`src/rtl/apb_completer.sv`:
```
// APB completer: 16 x 8-bit register file behind an IDLE/WAIT/READY FSM. pready rises WAIT_CYCLES+2 cycles after setup.
// The completer stalls every access for WAIT_CYCLES extra cycles; dropping psel in WAIT aborts the transfer without side effects.
module apb_completer #(
    parameter int unsigned WAIT_CYCLES = 1
) (
    input  logic       clk,
    input  logic       rstn,
    input  logic       psel,
    input  logic       penable,
    input  logic       pwrite,
    input  logic [7:0] paddr,
    input  logic [7:0] pwdata,
    output logic [7:0] prdata,
    output logic       pready,
    output logic       pslverr
);

    typedef enum logic [1:0] {
        ST_IDLE  = 2'd0,
        ST_WAIT  = 2'd1,
        ST_READY = 2'd2
    } state_t;

    localparam logic [3:0] WAIT_LOAD = 4'(WAIT_CYCLES);

    state_t     state;
    logic [3:0] cnt;
    logic [7:0] addr_q;
    logic       write_q;
    logic [7:0] wdata_q;
    logic [7:0] regs [16];

    logic       setup;
    logic       addr_ok;

    assign setup   = psel && !penable;
    // Only the low sixteen byte addresses map onto storage.
    assign addr_ok = (addr_q[7:4] == 4'h0);

    always_ff @(posedge clk or negedge rstn) begin
        if (!rstn) begin
            state   <= ST_IDLE;
            cnt     <= 4'd0;
            addr_q  <= 8'h00;
            write_q <= 1'b0;
            wdata_q <= 8'h00;
            prdata  <= 8'h00;
            pready  <= 1'b0;
            pslverr <= 1'b0;
            for (int i = 0; i < 16; i++) begin
                regs[i] <= 8'h00;
            end
        end else begin
            case (state)
                ST_IDLE: begin
                    if (setup) begin
                        addr_q  <= paddr;
                        write_q <= pwrite;
                        wdata_q <= pwdata;
                        cnt     <= WAIT_LOAD;
                        state   <= ST_WAIT;
                    end
                end

                ST_WAIT: begin
                    if (!psel) begin
                        state <= ST_IDLE;
                    end else if (!penable) begin
                        // A fresh setup phase restarts the transfer from scratch.
                        addr_q  <= paddr;
                        write_q <= pwrite;
                        wdata_q <= pwdata;
                        cnt     <= WAIT_LOAD;
                    end else if (cnt != 4'd0) begin
                        cnt <= cnt - 4'd1;
                    end else begin
                        state  <= ST_READY;
                        pready <= 1'b1;
                        if (!addr_ok) begin
                            pslverr <= 1'b1;
                            if (!write_q) begin
                                prdata <= 8'h00;
                            end
                        end else if (write_q) begin
                            regs[addr_q[3:0]] <= wdata_q;
                        end else begin
                            prdata <= regs[addr_q[3:0]];
                        end
                    end
                end

                ST_READY: begin
                    pready  <= 1'b0;
                    pslverr <= 1'b0;
                    if (setup) begin
                        addr_q  <= paddr;
                        write_q <= pwrite;
                        wdata_q <= pwdata;
                        cnt     <= WAIT_LOAD;
                        state   <= ST_WAIT;
                    end else begin
                        state <= ST_IDLE;
                    end
                end

                default: begin
                    state   <= ST_IDLE;
                    pready  <= 1'b0;
                    pslverr <= 1'b0;
                end
            endcase
        end
    end

endmodule

```
`config.mk`:
```
export PLATFORM = sky130hd
export DESIGN_NAME = apb_completer
export DESIGN_NICKNAME = d
export VERILOG_FILES = /design/src/rtl/apb_completer.sv
export SDC_FILE = /design/constraint.sdc
export NUM_CORES = 1
export LEC_CHECK = 0
export ABC_AREA = 1
export CELL_PAD_IN_SITES_DETAIL_PLACEMENT = 0
export CELL_PAD_IN_SITES_GLOBAL_PLACEMENT = 1
export CORE_MARGIN = 1
export CORE_UTILIZATION = 41
export CTS_CLUSTER_SIZE = 25
export DETAILED_ROUTE_END_ITERATION = 8
export PLACE_DENSITY_LB_ADDON = 0.1
export SKIP_CTS_REPAIR_TIMING = 1
export SLEW_MARGIN = 5
export SYNTH_ARGS = -nofsm -noshare
export SYNTH_HDL_FRONTEND = slang
export SYNTH_SLANG_ARGS = --single-unit
```
`constraint.sdc`:
```
create_clock -name clk -period 1.8 [get_ports clk]
set_input_delay 0.36 -clock clk [delete_from_list [all_inputs] [get_ports clk]]
set_output_delay 0.36 -clock clk [all_outputs]
set_load 0.01 [all_outputs]
```
# [Yosys cells after proc, flatten, opt, wreduce, memory -nomap -nowiden]
# Index checks and enable logic that the tools add are counted.
[totals] out_inout_bits=10 reg_bits=161 elab_cells=99 in_bits=21
[op_classes] add_sub_neg=1 n_reduce_logical=15 n_lt_le_gt_ge=2 n_bitwise=4 n_mux=41 n_eq_ne=12
[ops] op="$bwmux W128" count=1
[ops] op="$mux W8" count=12
[ops] op="$bmux W8 S4" count=1
[ops] op="$demux W8 S4" count=1
[ops] op="$pmux W8 S2" count=2
[ops] op="$mux W4" count=4
[ops] op="$ne A2 B2 Y1 const B" count=6
[ops] op="$reduce_and A4 Y1" count=3
[ops] op="$mux W1" count=11
[ops] op="$reduce_and A5 Y1" count=2
[ops] op="$ne A3 B3 Y1 const B" count=3
[ops] op="$mux W2" count=4
[ops] op="$pmux W4 S2" count=1
[ops] op="$pmux W1 S2" count=3
[ops] op="$pmux W2 S3" count=1
[ops] op="$reduce_and A6 Y1" count=1
[ops] op="$ge A5 B5 Y1 const B" count=1
[ops] op="$lt A5 B1 Y1 const B" count=1
[ops] op="$not A4 Y5" count=1
[ops] op="$logic_not A4 Y1" count=1
[ops] op="$reduce_bool A4 Y1" count=1
[ops] op="$sub A4 B1 Y4 const B" count=1
[ops] op="$not A1 Y1" count=3
[ops] op="$reduce_and A3 Y1" count=1
[ops] op="8 further kinds" count=9

# [Logic depth before layout (Yosys ltp)]
[depth] depth_word=6 mapped_depth=11 depth_no_buf=9

# [Worst setup path after synthesis]
# Ideal clock, no wire load.
[synth_timing] kind="reg-to-reg" startpoint="register cnt[0]" endpoint="register regs[96] (netlist bit)" path_slack_ns=0.077 arrival_ns=1.592 period_less_slack_ns=1.723 path_buffers=3 path_stages_with_launch=12 required_time_ns=1.669 setup_time_ns=0.131 cell_sequence="dfrtp_1 > inv_1 > ha_1 > nand2_1 > nor2_1 > and3_1 > buf_6 > buf_12 > nand2_4 > buf_6 > nand2_1 > o21ai_2"
[synth_between] elab_chain_len=3
[synth_rtl] element="from (decl)" line="27" text="logic [3:0] cnt;"
[synth_rtl] element="from (signal assigned)" line="75" text="cnt <= cnt - 4'd1;"
[synth_rtl] element="$reduce_bool A4 Y1" line="74" text="end else if (cnt != 4'd0) begin"
[synth_rtl] element="$not A1 Y1 (no source line)"
[synth_rtl] element="$reduce_and A6 Y1 (no source line)"
[synth_rtl] element="to (signal, indexed assignment)" line="85" text="regs[addr_q[3:0]] <= wdata_q;"
[synth_rtl] element="to (decl)" line="31" text="logic [7:0] regs [16];"
# Every way passes these cells.
# A chain may end at the register's enable or synchronous reset.

# [Worst setup path after layout]
[layout_timing] startpoint="register cnt[0]" endpoint="register regs[47] (netlist bit)"
# Same word-level chain as after synthesis.

==> metrics.txt <==
Slew headroom=0.591; Power per Cell Area=roughly 960 nW/µm²; Core ar.=~18000 µm²; Startpoint Class=register; detailed-placement wirelength estimate=13200 µm; Post-Syn Nets=980; total power=8.77 mW; CTS tree=yes; #FFs+latches synth=roughly 160; CP delay by family, top=simple AND/OR/NAND/NOR gates; Critical Path AT=a little over 2 ns; Via density=a little under 5; TritonCTS buffer count=17; class of the worst hold path=primary input to asynchronous set/reset pin; largest net degree at the start of global routing=46; most frequent CP cell=nand2_1; Die Y=about 140 µm; Cell Area, Synth=7550 µm²; VDD IR max=0.000614 V; Slew @ Worst Pin=between 0.6 and 0.7 ns; Layout Nets=~1000; Root Driver=clkbuf_16; port buffer count=30; Placed Area=~8400 µm²; Detail Route Antenna Nets=0; Setup-failing EPs final=0; commonest cells after routing, fill and taps aside=nand2_1, dfrtp_1, o21ai_1; critical path class=register to register; met1 usage=0.328; # DRC=0; Max-cap violations=0; max-slew violation count=0; Ant. Diodes=0; share of cells above drive strength 1=0.135; met3 GRT Util=0.0464; Reg2Reg Setup Slack=0.08 ns; Crit Path Max Fanout=16; Setup crit end kind=register; Post-Route Skew=around 0.012 ns; Syn Inst Count=958; GR met2 Demand/Resource=0.365; fmax=approximately 580 MHz; DR pass1 iterations=5; via count of the first global-routing pass=just under 6000; crit path time final=roughly 1.7 ns; die area=between 15000 and 20000 µm²; Worst-path clk slew=around 0.070 ns; H-tree depth=4; non-filler instance count after layout=roughly 1300; Req. time, crit path=2.12 ns; Die X-Extent=approximately 140 µm; # IOs=31; first-pass GRT wire length=around 32000 µm; row cnt=49; Worst Path Buf+Inv=3; Static Leak=approximately 4.7 nW; Hold Violations, Final=0; CP max-delay cell=dfrtp_1; average wire per standard cell=16.1 µm; Routed WL=a little over 20000 µm; clk_lat worst skew=about 0.43 ns; RD Place Congestion=roughly 0.77; area grow syn2layout=21.4%; Vias=approximately 6000; outcome=finished clean; clk sinks=about 160; busiest layer in global routing=met2; All-Layer GR Usage=0.233; post-synthesis sequential area ratio=0.533; Post-Syn Area per Cell=7.88 µm²; CP peak stage delay=between 0.3 and 0.4 ns; Starting Density=0.419; initial antenna violation count=0; CTS Buffer Depth=2; Distinct cells, synth=27; Ys Warns=0; post-route cell area=between 9000 and 10000 µm²; period utilization=0.958; DR iter-0 viols=408; CP Cell Sequence=inv_2 > ha_4 > nand2_1 > nor2_2 > and3_4 > clkbuf_16 > buf_12 > nand2_8 > nand2_1 > o21ai_1; most common cell after layout, fill and taps aside=nand2_1; placed cells=~1200; gr ovfl total=0
## Yosys cell counts, drive strengths merged
library cell | instances | area [µm²]
nor3 | 1 | 5.00
and3 | 1 | 6.26
mux2 | 5 | 56.3
nor2 | 39 | 151
inv | 24 | 90.1
nand4 | 1 | 6.26
clkbuf | 15 | 56.3
dfrtp | 161 | 4030
o21ai | 136 | 744
buf | 35 | 254
xnor2 | 1 | 8.76
nand3 | 6 | 30.0
o22ai | 3 | 18.8
nand2 | 514 | 2000
a21oi | 12 | 60.1
xor2 | 1 | 8.76
a31oi | 1 | 6.26
clkinv | 1 | 3.75
ha | 1 | 12.5
## worst paths after layout
kind,startpoint,to,depth (start not counted)
setup / recovery,cnt[0],regs[47],10
hold / removal,rstn,regs[119],2
setup reg to reg,cnt[0],regs[47],10
hold reg to reg,prdata[3],prdata[3],2
max in group asynchronous,rstn,addr_q[0],3
min in group clk,prdata[3],prdata[3],2
## metal layers
layer	routed length, µm	vias to the layer above
met2	9300	87
li1	-	3114
met4	214	0
met5	0	-
met3	554	14
met1	10100	2823
## report_power, final
part / leakage (nW) / internal (mW) / switching (mW)
Sequential: 2.19 / 3.75 / 0.0874
Clock: 0.282 / 1.99 / 1.65
Combinational: 2.23 / 0.463 / 0.825
Total: 4.70 / 6.21 / 2.56
## final cells by class
type,instances,area [µm²]
Fill cell,1817,8860
Sequential cell,161,4030
Multi-Input combinational cell,722,3200
Timing Repair Buffer,86,967
Clock buffer,18,439
Tap cell,229,287
Clock inverter,14,144
Inverter,25,93.8
## sequential cells by signal, summed over array words and instances (netlist names)
name	cells
pslverr	1
addr_q	8
prdata	8
regs	128
state	2
pready	1
cnt	4
wdata_q	8
write_q	1
## cell families after synthesis
| family | synth area share |
|---|---|
| buf+inv | 0.0535 |
| simple gates | 0.292 |
| xor+xnor | 0.00232 |
| mux | 0.00745 |
| flops | 0.533 |
| compound gates | 0.110 |
| fa+ha+maj | 0.00166 |
## stage by stage
stage | util | hold WS, ns | setup WS [ns] | setup TNS (ns)
finish | 0.508 | 0.402 | 0.0752 | 0
global route | 0.508 | 0.432 | -0.0188 | -0.290
CTS | 0.501 | -0.168 | -0.0185 | -0.170
detailed placement | 0.468 | 0.293 | -0.179 | -14.02
global placement | 0.468 | 0.292 | -0.179 | -10.94
floorplan | - | 0.0644 | 0.0771 | 0
No activity file was read; power rests on OpenSTA's default activity.
